`src/rtl/ps2_rx_fifo.sv`:
```
`default_nettype none
// ============================================================================
// Module      : ps2_rx_fifo
// Description : PS/2 device-to-host frame receiver with input synchronisers,
//               PS/2 clock glitch filter, configurable data width and parity,
//               in-frame timeout abort and a first-word-fall-through FIFO.
//
// Ports       : CLK, RESET          system clock, async active-high reset
//               CLK_MOUSE_IN        raw PS/2 clock line
//               DATA_MOUSE_IN       raw PS/2 data line
//               READ_ENABLE         permits a new frame to start
//               BYTE_ACK            pops FIFO head when BYTE_VALID=1
//               CLR_OVERFLOW        clears OVERFLOW
//               BYTE_READ           FIFO head data
//               BYTE_ERROR_CODE     FIFO head status (bit0 parity, bit1 stop)
//               BYTE_VALID          FIFO not empty
//               FIFO_COUNT          FIFO occupancy
//               OVERFLOW            sticky: completed frame dropped (FIFO full)
//               TIMEOUT_PULSE       one-cycle pulse on timeout abort
//               FRAME_CNT, ERR_CNT  frame / error statistics
//
// Options     : define PS2_RX_STATS_EN to build the saturating 16-bit
//               FRAME_CNT / ERR_CNT counters; otherwise both are tied to 0.
//
// Revision    : 1.0  initial release
// ============================================================================
module ps2_rx_fifo #(
    parameter int DATA_BITS   = 8,
    parameter int PARITY_MODE = 0,      // 0 odd, 1 even, 2 none
    parameter int T_TIMEOUT   = 50000,
    parameter int FILTER_LEN  = 4,
    parameter int FIFO_DEPTH  = 4
) (
    input  logic                          CLK,
    input  logic                          RESET,
    input  logic                          CLK_MOUSE_IN,
    input  logic                          DATA_MOUSE_IN,
    input  logic                          READ_ENABLE,
    input  logic                          BYTE_ACK,
    input  logic                          CLR_OVERFLOW,
    output logic [DATA_BITS-1:0]          BYTE_READ,
    output logic [1:0]                    BYTE_ERROR_CODE,
    output logic                          BYTE_VALID,
    output logic [$clog2(FIFO_DEPTH):0]   FIFO_COUNT,
    output logic                          OVERFLOW,
    output logic                          TIMEOUT_PULSE,
    output logic [15:0]                   FRAME_CNT,
    output logic [15:0]                   ERR_CNT
);

    localparam int c_filt_w = $clog2(FILTER_LEN + 1);
    localparam int c_bit_w  = $clog2(DATA_BITS + 1);
    localparam int c_to_w   = $clog2(T_TIMEOUT + 1);
    localparam int c_ptr_w  = $clog2(FIFO_DEPTH);
    localparam int c_cnt_w  = c_ptr_w + 1;
    localparam int c_ent_w  = DATA_BITS + 2;

    localparam logic [c_filt_w-1:0] c_filt_last = c_filt_w'(FILTER_LEN - 1);
    localparam logic [c_bit_w-1:0]  c_bit_last  = c_bit_w'(DATA_BITS - 1);
    localparam logic [c_to_w-1:0]   c_to_last   = c_to_w'(T_TIMEOUT - 1);
    localparam logic [c_cnt_w-1:0]  c_depth     = c_cnt_w'(FIFO_DEPTH);

    // ------------------------------------------------------------------
    // Input conditioning
    // ------------------------------------------------------------------
    logic [1:0]          r_sync_clk;
    logic [1:0]          r_sync_dat;
    logic                r_filt;
    logic                r_filt_d;
    logic [c_filt_w-1:0] r_filt_cnt;
    logic                w_clk_s;
    logic                w_dat_s;
    logic                w_edge;

    assign w_clk_s = r_sync_clk[1];
    assign w_dat_s = r_sync_dat[1];
    assign w_edge  = r_filt_d & ~r_filt;

    always_ff @(posedge CLK or posedge RESET) begin
        if (RESET) begin
            r_sync_clk <= 2'b11;
            r_sync_dat <= 2'b11;
            r_filt     <= 1'b1;
            r_filt_d   <= 1'b1;
            r_filt_cnt <= '0;
        end else begin
            r_sync_clk <= {r_sync_clk[0], CLK_MOUSE_IN};
            r_sync_dat <= {r_sync_dat[0], DATA_MOUSE_IN};
            r_filt_d   <= r_filt;
            // Count consecutive samples that disagree with the filtered
            // value; any agreeing sample restarts the count.
            if (w_clk_s != r_filt) begin
                if (r_filt_cnt == c_filt_last) begin
                    r_filt     <= w_clk_s;
                    r_filt_cnt <= '0;
                end else begin
                    r_filt_cnt <= r_filt_cnt + 1'b1;
                end
            end else begin
                r_filt_cnt <= '0;
            end
        end
    end

    // ------------------------------------------------------------------
    // Frame FSM
    // ------------------------------------------------------------------
    typedef enum logic [2:0] {
        S_IDLE   = 3'd0,
        S_DATA   = 3'd1,
        S_PARITY = 3'd2,
        S_STOP   = 3'd3,
        S_PUSH   = 3'd4
    } state_t;

    state_t               r_state;
    state_t               w_state_nxt;
    logic                 w_timeout;
    logic                 w_start;
    logic                 w_in_frame;
    logic                 w_par_exp;
    logic [DATA_BITS-1:0] r_shift;
    logic [c_bit_w-1:0]   r_bit_cnt;
    logic [1:0]           r_status;
    logic [c_to_w-1:0]    r_to_cnt;

    assign w_start    = (r_state == S_IDLE) && w_edge && READ_ENABLE && !w_dat_s;
    assign w_in_frame = (r_state == S_DATA) || (r_state == S_PARITY) ||
                        (r_state == S_STOP);
    // Parity bit the device should send for the captured data
    assign w_par_exp  = (PARITY_MODE == 1) ? (^r_shift) : (~^r_shift);

    always_ff @(posedge CLK or posedge RESET) begin
        if (RESET) begin
            r_state <= S_IDLE;
        end else begin
            r_state <= w_state_nxt;
        end
    end

    always_comb begin
        w_state_nxt = r_state;
        w_timeout   = 1'b0;
        case (r_state)
            S_IDLE: begin
                if (w_start) begin
                    w_state_nxt = S_DATA;
                end
            end
            S_DATA: begin
                if (w_edge) begin
                    if (r_bit_cnt == c_bit_last) begin
                        w_state_nxt = (PARITY_MODE == 2) ? S_STOP : S_PARITY;
                    end
                end else if (r_to_cnt == c_to_last) begin
                    w_state_nxt = S_IDLE;
                    w_timeout   = 1'b1;
                end
            end
            S_PARITY: begin
                if (w_edge) begin
                    w_state_nxt = S_STOP;
                end else if (r_to_cnt == c_to_last) begin
                    w_state_nxt = S_IDLE;
                    w_timeout   = 1'b1;
                end
            end
            S_STOP: begin
                if (w_edge) begin
                    w_state_nxt = S_PUSH;
                end else if (r_to_cnt == c_to_last) begin
                    w_state_nxt = S_IDLE;
                    w_timeout   = 1'b1;
                end
            end
            S_PUSH: begin
                w_state_nxt = S_IDLE;
            end
            default: begin
                w_state_nxt = S_IDLE;
            end
        endcase
    end

    assign TIMEOUT_PULSE = w_timeout;

    always_ff @(posedge CLK or posedge RESET) begin
        if (RESET) begin
            r_shift   <= '0;
            r_bit_cnt <= '0;
            r_status  <= 2'b00;
            r_to_cnt  <= '0;
        end else begin
            if (w_in_frame && !w_edge) begin
                r_to_cnt <= r_to_cnt + 1'b1;
            end else begin
                r_to_cnt <= '0;
            end

            if (w_start) begin
                r_bit_cnt <= '0;
                r_status  <= 2'b00;
            end

            if (w_edge && (r_state == S_DATA)) begin
                // LSB arrives first: shift right, new bit enters at the MSB
                r_shift   <= DATA_BITS'({w_dat_s, r_shift} >> 1);
                r_bit_cnt <= r_bit_cnt + 1'b1;
            end

            if (w_edge && (r_state == S_PARITY) && (w_dat_s != w_par_exp)) begin
                r_status[0] <= 1'b1;
            end

            if (w_edge && (r_state == S_STOP) && !w_dat_s) begin
                r_status[1] <= 1'b1;
            end

            // An aborted frame must not leak its status into the next one
            if ((r_state == S_PUSH) || w_timeout) begin
                r_status <= 2'b00;
            end
        end
    end

    // ------------------------------------------------------------------
    // FWFT FIFO
    // ------------------------------------------------------------------
    logic [c_ent_w-1:0] r_mem [FIFO_DEPTH];
    logic [c_ptr_w-1:0] r_wr_ptr;
    logic [c_ptr_w-1:0] r_rd_ptr;
    logic [c_cnt_w-1:0] r_count;
    logic               r_overflow;
    logic               w_push;
    logic               w_pop;
    logic               w_full;
    logic               w_wr;
    logic [c_ent_w-1:0] w_head;

    assign w_push = (r_state == S_PUSH);
    assign w_full = (r_count == c_depth);
    assign w_pop  = BYTE_ACK && (r_count != '0);
    // A simultaneous pop frees the slot, so a push into a full FIFO succeeds
    assign w_wr   = w_push && (!w_full || w_pop);

    always_ff @(posedge CLK) begin
        if (w_wr) begin
            r_mem[r_wr_ptr] <= {r_status, r_shift};
        end
    end

    always_ff @(posedge CLK or posedge RESET) begin
        if (RESET) begin
            r_wr_ptr   <= '0;
            r_rd_ptr   <= '0;
            r_count    <= '0;
            r_overflow <= 1'b0;
        end else begin
            if (w_wr) begin
                r_wr_ptr <= r_wr_ptr + 1'b1;
            end
            if (w_pop) begin
                r_rd_ptr <= r_rd_ptr + 1'b1;
            end
            case ({w_wr, w_pop})
                2'b10:   r_count <= r_count + 1'b1;
                2'b01:   r_count <= r_count - 1'b1;
                default: r_count <= r_count;
            endcase
            if (w_push && w_full && !w_pop) begin
                r_overflow <= 1'b1;
            end else if (CLR_OVERFLOW) begin
                r_overflow <= 1'b0;
            end
        end
    end

    assign w_head          = r_mem[r_rd_ptr];
    assign BYTE_VALID      = (r_count != '0);
    assign BYTE_READ       = BYTE_VALID ? w_head[DATA_BITS-1:0] : '0;
    assign BYTE_ERROR_CODE = BYTE_VALID ? w_head[c_ent_w-1 -: 2] : 2'b00;
    assign FIFO_COUNT      = r_count;
    assign OVERFLOW        = r_overflow;

    // ------------------------------------------------------------------
    // Statistics
    // ------------------------------------------------------------------
`ifdef PS2_RX_STATS_EN
    logic [15:0] r_frame_cnt;
    logic [15:0] r_err_cnt;

    always_ff @(posedge CLK or posedge RESET) begin
        if (RESET) begin
            r_frame_cnt <= '0;
            r_err_cnt   <= '0;
        end else begin
            if (w_push && (r_frame_cnt != 16'hFFFF)) begin
                r_frame_cnt <= r_frame_cnt + 1'b1;
            end
            if (((w_push && (r_status != 2'b00)) || w_timeout) &&
                (r_err_cnt != 16'hFFFF)) begin
                r_err_cnt <= r_err_cnt + 1'b1;
            end
        end
    end

    assign FRAME_CNT = r_frame_cnt;
    assign ERR_CNT   = r_err_cnt;
`else
    assign FRAME_CNT = '0;
    assign ERR_CNT   = '0;
`endif

endmodule
`default_nettype wire

```
`config.mk`:
```
export PLATFORM = sky130hd
export DESIGN_NAME = ps2_rx_fifo
export DESIGN_NICKNAME = d
export VERILOG_FILES = /design/src/rtl/ps2_rx_fifo.sv
export SDC_FILE = /design/constraint.sdc
export NUM_CORES = 1
export LEC_CHECK = 0
export CORE_ASPECT_RATIO = 0.75
export CORE_MARGIN = 3
export CORE_UTILIZATION = 50
export CTS_BUF_LIST = sky130_fd_sc_hd__clkbuf_8
export CTS_CLUSTER_DIAMETER = 80
export DETAILED_ROUTE_END_ITERATION = 12
export PLACE_DENSITY_LB_ADDON = 0.25
export SLEW_MARGIN = 20
export SYNTH_ARGS = -nofsm -noshare
export SYNTH_HDL_FRONTEND = slang
export SYNTH_SLANG_ARGS = --single-unit
```
`constraint.sdc`:
```
create_clock -name CLK -period 6.45 [get_ports CLK]
set_clock_uncertainty 0.1 [all_clocks]
set_input_delay 1.6125 -clock CLK [delete_from_list [all_inputs] [get_ports CLK]]
set_output_delay 1.6125 -clock CLK [all_outputs]
set_load 0.02 [all_outputs]
```
==> flow_summary.json, run 1 <==
{
  "antenna_found_initial": 0,
  "postCtsSetupRepairBufs": 0,
  "grt_overflow": 0,
  "grt_pass1_wl_um": 11600,
  "worst-setup-path-type": "flop to output port",
  "peakVddDrop_mv": 0.142,
  "maxCapViolCount": 0,
  "internal_power_mw": 1.12,
  "die_w_um": 112,
  "rsz0062_at_grt": "no",
  "netlist_top_cells_area": "edfxtp_1 28%, dfrtp_1 26%, buf_4 5.7%",
  "worst_pin_slew_ns": 0.723,
  "ctsHoldBuffers": 0,
  "fin_crit_ns": 4.21,
  "synth_top_area_cell": "edfxtp_1",
  "post-route-period-util_pct": 65.2,
  "dieArea_um2": 9660,
  "synthArstFlopShare_pct": 55.6,
  "cts_tree": "done",
  "netlist-cell-type-count": 51,
  "start_util_pct": 52.8,
  "drtAntennaViolNets": 0,
  "core-area_um2": 8060,
  "avgSynthCellArea_um2": 12.7,
  "clkTransAtPathRegs_ns": 0.10,
  "viasPerCell": 5.25,
  "arrival_ns": 2.49,
  "finalHoldViolCount": 0,
  "tns_ns": 0,
  "worstHoldPathType": "flop to flop",
  "cts_made_buffers": 9,
  "cts-resized-gates": 0,
  "synth-seq-cells": 90,
  "ys_top_cells_by_count": "44 x dfrtp_1, 40 x edfxtp_1, 32 x buf_4",
  "syn_to_final_growth_pct": 8.50,
  "yosysMostFrequentCell": "dfrtp_1",
  "clk_latency_ns": 0.37,
  "clkPwrFrac_pct": 21.3,
  "clock.fmax_ghz": 0.238,
  "first_pass_iters": 4,
  "drive_gt1_share_pct": 13.4,
  "switchingPower_uw": 608,
  "p_seq_share_pct": 47.4,
  "synthesis.area_um2": 4250,
  "synth_top_area_share_pct": 28.3,
  "swShare_pct": 35.2,
  "status": "completed",
  "power.leakage_nw": 1.84,
  "fin_hold_ws_ns": 0.261,
  "wl_um": 6940,
  "final_util_pct": 57.3,
  "gp_congestion": 0.761,
  "p_comb_share_pct": 31.3,
  "final_nets": 369,
  "reg2reg_depth": 6,
  "grt.total_usage_pct": 15.6,
  "clkSinkCount": 90,
  "synth_edf_count": 40,
  "rows": 28,
  "final_area_um2": 4610,
  "grt_max_degree": 51,
  "crit_fanout": 12,
  "ys_seq_area_share_pct": 57.9,
  "vias": 2437,
  "yosys_warnings": 0,
  "end_kind": "output port",
  "die_y_um": 85.9,
  "wl_per_cell_um": 15.0,
  "ios": 55,
  "port_buffers": 22,
  "drtIter0Drc": 143,
  "h-tree-depth": 3,
  "cts_root_buf": "clkbuf_8",
  "post-route-drc-count": 0,
  "startpoint_type": "flop",
  "synthCells": 334,
  "drv_slew": 0,
  "diodes": 0,
  "synthFlopType": "dfrtp_1",
  "clock_path_buffers": 2,
  "setup_viol": 0,
  "cp_data_required_time_ns": 4.74,
  "dp_hpwl_um": 4700,
  "grt_pass1_vias": 2270,
  "slew_headroom_pct": 51.8,
  "powerDensity_nw_per_um2": 374,
  "worstHoldPathCells": 0,
  "fillCellCount": 682,
  "dpl_cell_area_um2": 4420,
  "power.total_mw": 1.73
}
## registers in the layout (all words and copies together) (netlist names), 2 cells and up
register    count
r_bit_cnt       4
r_rd_ptr        2
r_sync_dat      2
r_filt_cnt      3
r_to_cnt       16
r_shift         8
FIFO_COUNT      3
r_mem          40
r_state         3
r_wr_ptr        2
r_sync_clk      2
r_status        2
## power groups by stage
stage | sequential, mW | clock, mW | combinational, mW
detailed placement | 0.833 | 0 | 0.544
global placement | 0.829 | 0 | 0.534
floorplan | 0.772 | 0 | 0.447
finish | 0.818 | 0.368 | 0.541
global route | 0.843 | 0.406 | 0.592
CTS | 0.821 | 0.381 | 0.548
## routing by layer
metal  GRT usage, %  routed length, µm
met1           22.3               3220
met2           23.0               3280
met3           5.01                342
met4           4.91                 95
met5              0                  0
## metrics by stage
step | worst slack [ns] | instances
global placement | 2.60 | 448
floorplan | 3.11 | 365
detailed placement | 2.60 | 448
global route | 2.07 | 464
CTS | 2.18 | 464
finish | 2.24 | 464
## worst paths after layout
check,slack [ns],end,start
min reg2reg,0.26,r_sync_dat[1]$_DFF_PP1_,r_sync_dat[0]$_DFF_PP1_
min in group asynchronous,1.61,r_to_cnt[4]$_DFF_PP0_,RESET
max in group asynchronous,4.21,r_shift[2]$_DFFE_PP0P_,RESET
min,0.26,r_sync_dat[1]$_DFF_PP1_,r_sync_dat[0]$_DFF_PP1_
max,2.24,BYTE_READ[4],r_rd_ptr[0]$_DFFE_PP0P_
max reg2reg,4.00,FIFO_COUNT[2]$_DFFE_PP0P_,FIFO_COUNT[0]$_DFFE_PP0P_
## cell type report
cell class,count,area [µm²],share of cell area [%]
Multi-Input combinational cell,219,1560,33.8
Inverter,11,41.3,0.895
Timing Repair Buffer,23,228,4.94
Clock buffer,9,124,2.69
Clock inverter,7,71.3,1.55
Sequential cell,90,2460,53.3
Tap cell,105,131,2.85
## layout by cell type (no fill, tap or decap), drive strengths merged, types with 2 or more instances in the layout
cell	Yosys	final
xor2	9	9
conb	1	32
dfstp	6	6
nand2b	2	2
nand2	12	12
a21oi	9	9
nand4	7	7
mux2	8	8
o21ai	16	16
inv	11	15
mux4	10	10
a31oi	3	3
ha	7	7
dfrtp	44	44
and4	3	3
nand3	15	15
mux2i	2	2
clkinvlp	0	2
edfxtp	40	40
o211ai	3	3
nor2b	4	4
and3	2	2
clkdlybuf4s50	0	22
xnor2	12	12
nor4bb	2	2
nor3	4	4
and2	15	15
nor3b	3	3
nor2	18	18
clkbuf	7	9
or3	8	8
## kinds of logic (layout without fill, tap and decap cells)
family                   Yosys count  count (layout)  synth area share, %
other                              1              32               0.0882
AO/OA/AOI/OAI                     37              37                 5.12
XOR/XNOR                          22              22                 4.86
buffers and inverters             56              50                 8.24
adder cells (fa/ha/maj)            8               8                 2.53
multiplexers                      20              20                 7.89
flip-flops                        90              90                 57.9
AND/OR/NAND/NOR                  100             100                 13.4
## critical path, stage by stage (launching register included)
cell,delay [ns]
dfrtp_1,0.82
mux4_2,0.60
and2_1,0.17
clkdlybuf4s50_1,0.53
No activity file was read; power rests on OpenSTA's default activity.
==> run 2, diff against run 1 <==
==> constraint.sdc (replaced) <==
create_clock -name CLK -period 4.4 [get_ports CLK]
set_clock_uncertainty 0.1 [all_clocks]
set_input_delay 1.1 -clock CLK [delete_from_list [all_inputs] [get_ports CLK]]
set_output_delay 1.1 -clock CLK [all_outputs]
set_load 0.02 [all_outputs]
==> run 2 against run 1 <==
Effect of this change: cell count stayed put; first-iteration DRC count is 40% higher; total power up 49%; clock-buffer cell count unchanged; sequential cell count did not move; via count about the same; largest cell class unchanged.
==> flow_summary.json, run 2 (synthesized netlist as in run 1, its figures left out) <==
{
  "status": "completed",
  "clk_latency_ns": 0.36,
  "end_kind": "output port",
  "cp_data_required_time_ns": 3.20,
  "switchingPower_uw": 879,
  "worst_pin_slew_ns": 0.815,
  "core-area_um2": 8060,
  "post-route-drc-count": 0,
  "maxCapViolCount": 0,
  "arrival_ns": 2.49,
  "wl_per_cell_um": 14.9,
  "cts_root_buf": "clkbuf_8",
  "fin_hold_ws_ns": 0.253,
  "clkPwrFrac_pct": 21.9,
  "drv_slew": 0,
  "final_util_pct": 57.3,
  "slew_headroom_pct": 45.6,
  "crit_chain": "mux4_2 -> and2_1 -> clkdlybuf4s50_1",
  "top_regs": "r_mem: 40 flops, r_to_cnt: 16 flops, r_shift: 8 flops",
  "drive_gt1_share_pct": 13.1,
  "post-route-period-util_pct": 83.8,
  "worstHoldPathType": "flop to flop",
  "p_comb_share_pct": 31.1,
  "cts-resized-gates": 0,
  "critical-path-slowest-cell": "dfrtp_1",
  "power.leakage_nw": 1.84,
  "die_y_um": 85.9,
  "peakVddDrop_mv": 0.295,
  "drtAntennaViolNets": 0,
  "dieArea_um2": 9660,
  "layout_common_cells": "44 x dfrtp_1, 40 x edfxtp_1, 32 x conb_1",
  "startpoint_type": "flop",
  "ios": 55,
  "final-instance-count-excl-fill": 464,
  "port_buffers": 22,
  "cp_slowest_stage_delay_ns": 0.83,
  "clkTransAtPathRegs_ns": 0.09,
  "rows": 28,
  "viasPerCell": 5.25,
  "power.total_mw": 2.57,
  "largest_register_ffs": 40,
  "final_area_um2": 4620,
  "internal_power_mw": 1.69,
  "rsz0062_at_grt": "no",
  "swShare_pct": 34.3,
  "h-tree-depth": 3,
  "dpl_cell_area_um2": 4420,
  "antenna_found_initial": 0,
  "syn_to_final_growth_pct": 8.59,
  "gp_congestion": 0.761,
  "finalHoldViolCount": 0,
  "grt_max_degree": 49,
  "fin_crit_ns": 3.69,
  "tns_ns": 0,
  "clkSinkCount": 90,
  "setup_viol": 0,
  "p_seq_share_pct": 46.9,
  "die_w_um": 112,
  "dpl_worst_slack_ns": 1.04,
  "ctsHoldBuffers": 0,
  "start_util_pct": 52.8,
  "vias": 2436,
  "clock_path_buffers": 2,
  "final_common_cell": "dfrtp_1",
  "wl_um": 6930,
  "drtIter0Drc": 200,
  "cts_made_buffers": 9,
  "grt_pass1_vias": 2343,
  "setup_slack_ns": 0.711,
  "powerDensity_nw_per_um2": 556,
  "clock.fmax_ghz": 0.271,
  "crit_fanout": 12,
  "first_pass_iters": 4,
  "grt_overflow": 0,
  "grt.total_usage_pct": 15.7,
  "dp_hpwl_um": 4760,
  "diodes": 0,
  "final_nets": 369,
  "cts_tree": "done",
  "worst-setup-path-type": "flop to output port",
  "top_register": "r_mem",
  "postCtsSetupRepairBufs": 0,
  "dp_cells": 448,
  "grt_pass1_wl_um": 11800
}
==> run 2: power groups by stage <==
| stage | Sequential [mW] | Combinational (mW) | Clock [mW] |
|---|---|---|---|
| 2_1_floorplan | 1.13 | 0.656 | 0 |
| 3_3_place_gp | 1.22 | 0.784 | 0 |
| 3_5_place_dp | 1.22 | 0.801 | 0 |
| 4_1_cts | 1.21 | 0.806 | 0.574 |
| 5_1_grt | 1.24 | 0.877 | 0.611 |
| 6_report | 1.20 | 0.799 | 0.563 |
==> run 2: worst paths after layout <==
kind / from / to / slack, ns / depth (start not counted)
setup / recovery: r_rd_ptr[0]$_DFFE_PP0P_ / BYTE_READ[4] / 0.71 / 3
setup reg to reg: FIFO_COUNT[0]$_DFFE_PP0P_ / FIFO_COUNT[2]$_DFFE_PP0P_ / 1.96 / 6
max in group asynchronous: RESET / r_filt$_DFFE_PP1P_ / 2.47 / 3
hold / removal: r_sync_clk[0]$_DFF_PP1_ / r_sync_clk[1]$_DFF_PP1_ / 0.25 / 0
min in group asynchronous: RESET / r_wr_ptr[0]$_DFFE_PP0P_ / 1.09 / 2
hold reg to reg: r_sync_clk[0]$_DFF_PP1_ / r_sync_clk[1]$_DFF_PP1_ / 0.25 / 0
==> run 2: routing by layer <==
metal  vias up  track usage, %  part of all wire, %
met1      1182            22.8                   47
met3         9            4.16                  5.7
met5         -               0                    0
li1       1169               -                    -
met2        76            22.7                   46
met4         0            6.11                  1.4
==> run 2: layout make-up <==
type                       count  area [µm²]
fill                         661        3440
timing repair buffer          23         228
inverter                      11        42.5
clock inverter                 7        73.8
multi-input combinational    219        1560
tap                          105         131
sequential                    90        2460
clock buffer                   9         124
==> run 2: worst max-delay path: cells and delay by family, from the launching register on <==
family	cells	cell delay, ns
buffers and inverters	1	0.53
flip-flops	1	0.83
multiplexers	1	0.60
AND/OR/NAND/NOR	1	0.17
==> run 3, diff against run 2 <==
==> constraint.sdc (replaced) <==
create_clock -name CLK -period 3.15 [get_ports CLK]
set_clock_uncertainty 0.1 [all_clocks]
set_input_delay 0.7875 -clock CLK [delete_from_list [all_inputs] [get_ports CLK]]
set_output_delay 0.7875 -clock CLK [all_outputs]
set_load 0.02 [all_outputs]
==> run 3 against run 2 <==
Effect of this change: sequential share of layout area is 0.47 points lower; non-clock buffer count is 4 higher; largest power group unchanged; final area is 0.95% higher; critical path type unchanged; die area stayed put; first-iteration DRC count is 14% lower; sequential power is 37% higher; utilization is 0.54 points higher; total power is 40% higher; critical path depth is 1 higher; cell count is 0.86% higher.
==> flow_summary.json, run 3 (synthesized netlist as in run 1, its figures left out) <==
{
  "antenna_found_initial": 0,
  "syn_to_final_growth_pct": 9.62,
  "critPathTopFamily": "buffers and inverters",
  "viasPerCell": 5.37,
  "dp_cells": 452,
  "crit_chain": "buf_6 -> mux4_2 -> and2_1 -> clkdlybuf4s50_1",
  "regToRegSetupSlack_ns": 0.79,
  "arrival_ns": 2.13,
  "worst-setup-path-type": "flop to output port",
  "ios": 55,
  "clock.fmax_ghz": 0.331,
  "cp_data_required_time_ns": 2.26,
  "worst_pin_slew_ns": 0.770,
  "first_pass_iters": 4,
  "wl_per_cell_um": 15.1,
  "setup_viol": 0,
  "slew_headroom_pct": 48.6,
  "cts_root_buf": "clkbuf_8",
  "grt_util_met2_pct": 22.4,
  "crit_fanout": 12,
  "grt_max_degree": 37,
  "diodes": 0,
  "power.total_mw": 3.59,
  "h-tree-depth": 3,
  "final-instance-count-excl-fill": 468,
  "rr_startpoint": "r_state[0]$_DFFE_PP0P_",
  "grt_pass1_vias": 2317,
  "drive_gt1_share_pct": 14.6,
  "top_regs": "r_mem: 40 flops, r_to_cnt: 16 flops, r_shift: 8 flops",
  "clock_path_buffers": 2,
  "fillCellCount": 645,
  "power.leakage_nw": 1.88,
  "critPathLaunch": "r_rd_ptr[0]$_DFFE_PP0P_",
  "cp_slowest_stage_delay_ns": 0.54,
  "critical-path-slowest-cell": "clkdlybuf4s50_1",
  "tns_ns": 0,
  "post-route-drc-count": 0,
  "grt_overflow": 0,
  "start_util_pct": 52.8,
  "rows": 28,
  "drv_slew": 0,
  "drtAntennaViolNets": 0,
  "worstHoldPathType": "flop to flop",
  "clk_latency_ns": 0.36,
  "peakVddDrop_mv": 0.443,
  "grt_use_met3_pct": 5.15,
  "port_buffers": 22,
  "gp_congestion": 0.796,
  "finalHoldViolCount": 0,
  "final_util_pct": 57.8,
  "final_nets": 373,
  "drtIter0Drc": 171,
  "ctsHoldBuffers": 0,
  "die_w_um": 112,
  "wl_um": 7050,
  "rsz0062_at_grt": "no",
  "final_common_cell": "dfrtp_1",
  "vias": 2513,
  "clkTransAtPathRegs_ns": 0.08,
  "dp_hpwl_um": 4880,
  "critPathBufInv": 2,
  "fin_crit_ns": 3.02,
  "dieArea_um2": 9660,
  "clkSinkCount": 90,
  "busiest_layer": "met1",
  "cts_made_buffers": 9,
  "grt_pass1_wl_um": 11900,
  "end_kind": "output port",
  "top_register": "r_mem",
  "startpoint_type": "flop",
  "layout_common_cells": "43 x dfrtp_1, 40 x edfxtp_1, 32 x conb_1",
  "min-delay-start": "r_sync_dat[0]$_DFF_PP1_",
  "largest_register_ffs": 40,
  "status": "completed",
  "grt_util_met1_pct": 23.7,
  "powerDensity_nw_per_um2": 771,
  "maxCapViolCount": 0,
  "core-area_um2": 8060,
  "die_y_um": 85.9,
  "grt.total_usage_pct": 15.8,
  "post-route-period-util_pct": 95.8,
  "cts_tree": "done"
}
run 3: what timing repair did:
| item | 4_1_cts | 5_1_grt |
|---|---|---|
| gates resized for setup | 0 | 4 |
| buffers inserted | 0 | 0 |
| setup endpoints to repair | 0 | 11 |
run 3: per-stage QoR:
stage	setup WS, ns	instance area [µm²]	hold slack, ns
finish	0.131	4660	0.259
global route	0.0286	4660	0.268
CTS	0.0218	4650	0.260
detailed placement	0.345	4450	0.247
global placement	0.349	4450	0.247
floorplan	0.541	4370	0.245
run 3: layout make-up:
type | instances | area (µm²) | share of cell area, %
multi-input combinational | 219 | 1560 | 33.5
timing repair buffer | 27 | 264 | 5.66
inverter | 11 | 41.3 | 0.886
sequential | 90 | 2460 | 52.8
clock inverter | 7 | 76.3 | 1.64
clock buffer | 9 | 124 | 2.66
tap | 105 | 131 | 2.82
run 3: worst paths after layout:
kind | to | depth (start not counted)
max | BYTE_READ[6] | 4
min in group asynchronous | r_shift[6]$_DFFE_PP0P_ | 2
min | r_sync_dat[1]$_DFF_PP1_ | 0
min reg2reg | r_sync_dat[1]$_DFF_PP1_ | 0
max in group asynchronous | r_to_cnt[7]$_DFF_PP0_ | 3
max reg2reg | r_mem[3][2]$_DFFE_PP_ | 3
run 3: routing by layer:
layer	part of all wire (%)	routed length, µm
met2	44	3070
met5	0	0
met3	5.6	393
met1	50	3540
met4	0.62	44
run 3: power by group:
part	internal (mW)	switching (mW)	total (mW)
Combinational	0.594	0.574	1.17
Clock	0.372	0.410	0.781
Sequential	1.42	0.227	1.64
Total	2.38	1.21	3.59
